$ cat config.mk
export PLATFORM = sky130hd
export DESIGN_NAME = serial_adder_flat
export DESIGN_NICKNAME = d
export VERILOG_FILES = /design/src/rtl/serial_adder_if.sv /design/src/rtl/serial_adder.sv /design/src/flat_wrapper.sv
export SDC_FILE = /design/constraint.sdc
export NUM_CORES = 1
export LEC_CHECK = 0
export BUFFER_PORTS_ARGS = -buffer_cell sky130_fd_sc_hd__buf_2
export CORE_MARGIN = 3
export CORE_UTILIZATION = 57
export DETAILED_ROUTE_END_ITERATION = 8
export PLACE_DENSITY = 0.82
export SYNTH_ARGS = -nofsm -noshare
export SYNTH_HDL_FRONTEND = slang
export SYNTH_SLANG_ARGS = --single-unit
$ cat constraint.sdc
create_clock -name clk -period 2.85 [get_ports clk]
set_input_delay 0.57 -clock clk [delete_from_list [all_inputs] [get_ports clk]]
set_output_delay 0.57 -clock clk [all_outputs]
set_load 0.1 [all_outputs]
$ cat src/rtl/serial_adder_if.sv
// serial_adder_if
//   Operand and result handshakes for the bit-serial adder.
//   master: operand producer / result consumer side (drives operands, out_ready).
//   slave : the adder (drives in_ready, out_valid, sum, cout).
//   Ports: in_valid/in_ready/a/b/cin[/sub], out_valid/out_ready/sum/cout.
//   Optional feature macro: SERIAL_ADDER_SUB_EN adds the sub signal.
interface serial_adder_if #(
    parameter int WIDTH = 8
);
    logic             in_valid;
    logic             in_ready;
    logic [WIDTH-1:0] a;
    logic [WIDTH-1:0] b;
    logic             cin;
`ifdef SERIAL_ADDER_SUB_EN
    logic             sub;
`endif
    logic             out_valid;
    logic             out_ready;
    logic [WIDTH-1:0] sum;
    logic             cout;

    modport master (
`ifdef SERIAL_ADDER_SUB_EN
        output sub,
`endif
        output in_valid, a, b, cin, out_ready,
        input  in_ready, out_valid, sum, cout
    );

    modport slave (
`ifdef SERIAL_ADDER_SUB_EN
        input  sub,
`endif
        input  in_valid, a, b, cin, out_ready,
        output in_ready, out_valid, sum, cout
    );
endinterface

$ cat src/rtl/serial_adder.sv
// serial_adder
//   Bit-serial adder: one full-adder stage plus a carry flop, LSB first.
//   Accepts {a, b, cin} on the operand handshake, returns {cout, sum} =
//   a + b + cin after WIDTH RUN cycles on the result handshake.
//   Ports:
//     clk   - rising-edge clock
//     rst_n - asynchronous active-low reset
//     bus   - serial_adder_if.slave (operand and result handshakes)
//     busy  - high while in RUN or DONE
//   Parameter WIDTH: operand/sum width, 2..32.
//   Optional feature macro: SERIAL_ADDER_SUB_EN enables subtract mode
//   (b loaded inverted, carry loaded with 1, cin ignored).
module serial_adder #(
    parameter int WIDTH = 8
) (
    input  logic                 clk,
    input  logic                 rst_n,
    serial_adder_if.slave        bus,
    output logic                 busy
);
    localparam int CW = (WIDTH > 1) ? $clog2(WIDTH) : 1;

    typedef enum logic [1:0] {
        IDLE = 2'd0,
        RUN  = 2'd1,
        DONE = 2'd2
    } state_t;

    state_t           state_q, state_d;
    logic [WIDTH-1:0] a_sh, b_sh, sum_r;
    logic             carry;
    logic [CW-1:0]    cnt;

    logic             load;
    logic             last_bit;
    logic             s_bit;
    logic             c_next;
    logic             sub_op;
    logic [WIDTH-1:0] b_load;
    logic             c_load;

`ifdef SERIAL_ADDER_SUB_EN
    assign sub_op = bus.sub;
`else
    assign sub_op = 1'b0;
`endif

    // Subtraction is a + ~b + 1; the forced carry replaces cin.
    assign b_load = sub_op ? ~bus.b : bus.b;
    assign c_load = sub_op ? 1'b1   : bus.cin;

    assign load     = (state_q == IDLE) && bus.in_valid;
    assign last_bit = (cnt == CW'(WIDTH - 1));
    assign s_bit    = a_sh[0] ^ b_sh[0] ^ carry;
    assign c_next   = (a_sh[0] & b_sh[0]) | (a_sh[0] & carry) | (b_sh[0] & carry);

    // Handshake outputs are pure state decodes: no combinational path
    // from in_valid or out_ready.
    assign bus.in_ready  = (state_q == IDLE);
    assign bus.out_valid = (state_q == DONE);
    assign busy          = (state_q != IDLE);
    assign bus.sum       = sum_r;
    assign bus.cout      = carry;

    always_ff @(posedge clk or negedge rst_n) begin
        if (!rst_n) state_q <= IDLE;
        else        state_q <= state_d;
    end

    always_comb begin
        state_d = state_q;
        case (state_q)
            IDLE:    if (bus.in_valid)  state_d = RUN;
            RUN:     if (last_bit)      state_d = DONE;
            DONE:    if (bus.out_ready) state_d = IDLE;
            default:                    state_d = IDLE;
        endcase
    end

    always_ff @(posedge clk or negedge rst_n) begin
        if (!rst_n) begin
            a_sh  <= '0;
            b_sh  <= '0;
            sum_r <= '0;
            carry <= 1'b0;
            cnt   <= '0;
        end else if (load) begin
            a_sh  <= bus.a;
            b_sh  <= b_load;
            carry <= c_load;
            cnt   <= '0;
        end else if (state_q == RUN) begin
            a_sh  <= a_sh >> 1;
            b_sh  <= b_sh >> 1;
            // Result bits enter at the MSB so bit 0 lands at sum[0] after WIDTH shifts.
            sum_r <= {s_bit, sum_r[WIDTH-1:1]};
            carry <= c_next;
            cnt   <= cnt + CW'(1);
        end
    end
endmodule
$ cat src/flat_wrapper.sv
// flat-port wrapper written by rule: the top's interface ports become plain ports
module serial_adder_flat 
#(
    parameter int WIDTH = 8
)
  (clk, rst_n, busy, bus_in_valid, bus_a, bus_b, bus_cin, bus_out_ready, bus_in_ready, bus_out_valid, bus_sum, bus_cout);
  serial_adder_if #(.WIDTH(WIDTH)) bus_i ();
  input  logic clk;
  input  logic rst_n;
  output logic busy;
  input wire logic [$bits(bus_i.in_valid)-1:0] bus_in_valid;
  input wire logic [$bits(bus_i.a)-1:0] bus_a;
  input wire logic [$bits(bus_i.b)-1:0] bus_b;
  input wire logic [$bits(bus_i.cin)-1:0] bus_cin;
  input wire logic [$bits(bus_i.out_ready)-1:0] bus_out_ready;
  output wire logic [$bits(bus_i.in_ready)-1:0] bus_in_ready;
  output wire logic [$bits(bus_i.out_valid)-1:0] bus_out_valid;
  output wire logic [$bits(bus_i.sum)-1:0] bus_sum;
  output wire logic [$bits(bus_i.cout)-1:0] bus_cout;
  assign bus_i.in_valid = bus_in_valid;
  assign bus_i.a = bus_a;
  assign bus_i.b = bus_b;
  assign bus_i.cin = bus_cin;
  assign bus_i.out_ready = bus_out_ready;
  assign bus_in_ready = bus_i.in_ready;
  assign bus_out_valid = bus_i.out_valid;
  assign bus_sum = bus_i.sum;
  assign bus_cout = bus_i.cout;
  serial_adder #(.WIDTH(WIDTH)) u_core (.clk(clk), .rst_n(rst_n), .bus(bus_i), .busy(busy));
endmodule
==> qor.csv <==
metric;value;unit
most common cell after layout, fill and taps aside;buf_2;
Via Count;1197;
Slew Viols, Final;0;
GRT Total Usage;21.35;%
CTS HTree Levels;2;
I/O Pins;33;
DP Worst Slack;0.9187;ns
Leakage Power;0.7845;nW
clock net sink count;30;
first-pass GRT wire length;5.416;mm
status;finished clean;
RePlAce Congestion;0.7910;
post-cts sizing count;0;
critical path capture point type;output port;
Clk pin slew, worst setup/hold paths;0.09;ns
vias in the first global route;1143;
Yosys Warn Count;0;
final period utilization;80.51;%
post-DR vias/cell;5.955;
antenna-violating nets left;0;
CP startpoint kind;register;
hold_buf cts;0;
post-synthesis register bit count;30;
endpoints failing hold;0;
Synth-to-Final Area Change;12.28;%
Root Driver;clkbuf_4;
slack of the critical path;0.5553;ns
clk buf depth;2;
Die Wd;57.09;um
Worst Max-Slew Pin Slew;0.9528;ns
Die H;57.09;um
Net Count, Synth;167;
Worst R2R Setup Slack;1.05;ns
drt initial violations;49;
WS Path Type;register to output port;
register area share after synthesis;50.46;%
Critical Path RT;2.28;ns
reg2reg path depth;3;
Slew headroom;36.48;%
most frequent cells in the layout;buf_2, dfrtp_1, nand2_1;
worst vdd ir;0.001238;V
Post-Syn Area per Cell;10.40;sq um
Port Buf Inserts;32;
Final #Nets;196;
number of remaining DRC errors;0;
Post-CTS Setup Repair Bufs;0;
GR Overflow Total;0;
Final HPWL DP;2.139;mm
unrepaired setup endpoints after global routing;no;
FP Rows;17;
die area;3259;sq um
Period minus WS final;2.295;ns
Critical Path Fanout Max;15;
CTS tree;built;
Hold WC Path Type;input pin to async pin;
Mapped Area;1488;sq um
cell area power density;1383;nW/um^2
# Max-Cap Violations;0;
Initial Utilization;63.58;%
total routed wirelength;3.132;mm
clock skew;0.001519;ns
ANT cells;0;
Worst-Skew Late Latency;0.32;ns
Crit path arrival time;1.72;ns
TNS Setup;0;ns
DR WL/cell;15.58;um
initial antenna violation count;0;
Reg2Reg Capture Point;u_core.a_sh[3];
largest net degree at the start of global routing;31;
core box area;2340;sq um
number of buffers created by CTS;5;
drt pass-1 iters;5;
worst r2r src;u_core.state_q[0];
post-synth cell types;28;
Max Freq;0.4358;GHz
cell count after synthesis;143;
share of cells above drive strength 1;33.53;%
setup violators final;0;
per-stage QoR:
step | cells | cell area [sq um] | hold WS [ns] | total power [mW] | utilization [%]
after global placement | 193 | 1592 | 0.4528 | 1.950 | 68.02
final | 201 | 1670 | 0.2619 | 2.309 | 71.39
after detailed placement | 193 | 1592 | 0.4763 | 2.008 | 68.02
after CTS | 201 | 1670 | 0.2866 | 2.318 | 71.39
after global routing | 201 | 1670 | 0.2940 | 2.465 | 71.39
after floorplan | 143 | 1488 | 0.2744 | 1.836 | -
layer usage:
layer	vias to the layer above	GRT usage, %	routed length, um
li1	570	-	-
met1	579	28.26	1358
met2	44	33.77	1535
met3	4	7.692	208
met4	0	4.967	30
met5	-	0	0
state kept, by name (all words and copies together), names as in the netlist:
signal           count
u_core.b_sh          8
u_core.cnt           3
u_core.a_sh          8
u_core.bus.sum       8
u_core.state_q       2
u_core.bus.cout      1
worst max path at each step:
stage | slack [ns] | end | from
2_1_floorplan | 0.30 | bus_out_valid | u_core.state_q[0]
3_3_place_gp | 0.94 | bus_in_ready | u_core.state_q[0]
3_5_place_dp | 0.92 | bus_in_ready | u_core.state_q[0]
4_1_cts | 0.56 | bus_in_ready | u_core.state_q[0]
5_1_grt | 0.46 | bus_in_ready | u_core.state_q[0]
6_report | 0.56 | bus_in_ready | u_core.state_q[0]
synth_stat cells:
master	count	area (sq um)
o22ai_2	2	25.02
dfrtp_1	30	750.7
nor2_1	11	41.29
o32ai_1	9	78.83
nand2_1	27	101.4
buf_8	2	30.03
a22o_1	2	17.52
or2_1	1	6.260
nand2_2	1	6.260
o22ai_1	13	81.33
buf_2	4	20.02
buf_6	3	33.78
inv_2	1	3.750
nor3_2	10	100.1
nand2b_4	1	13.76
nand2b_1	1	6.260
nor2b_1	1	6.260
o31ai_2	1	12.51
o21ai_0	5	25.02
inv_1	1	3.750
buf_4	2	15.01
nor3_1	8	40.04
a21oi_1	1	5.000
fa_1	1	20.02
ha_1	2	25.02
or2_2	1	6.260
o21ai_1	1	5.000
and2b_1	1	7.510
logic make-up (layout without fill, tap and decap cells):
kind of cell | count (synthesis) | after routing | synth area share (%)
fa+ha+maj | 3 | 3 | 3.028
flops | 30 | 30 | 50.46
buf+inv | 13 | 43 | 7.148
compound gates | 34 | 34 | 16.82
simple gates | 63 | 63 | 22.54
worst max-delay path, stage by stage (launching register included):
cell and delay [ns]:
dfrtp_1 0.55, or2_2 0.38, inv_1 0.05, buf_2 0.41
power breakdown:
part | internal, mW | switching [mW] | total [mW]
registers | 0.624 | 0.177 | 0.801
clock network | 0.168 | 0.138 | 0.307
logic | 0.304 | 0.897 | 1.20
total | 1.10 | 1.21 | 2.31
cell type report:
class                   instances  area (sq um)
repair buffers                 33         167.7
inverters                       2         7.507
multi-input cells             100         630.6
clock buffers                   8         78.83
fillers                       178         669.4
well taps                      28         35.03
flip-flops and latches         30         750.7
Power figures use the tool's default switching activity.
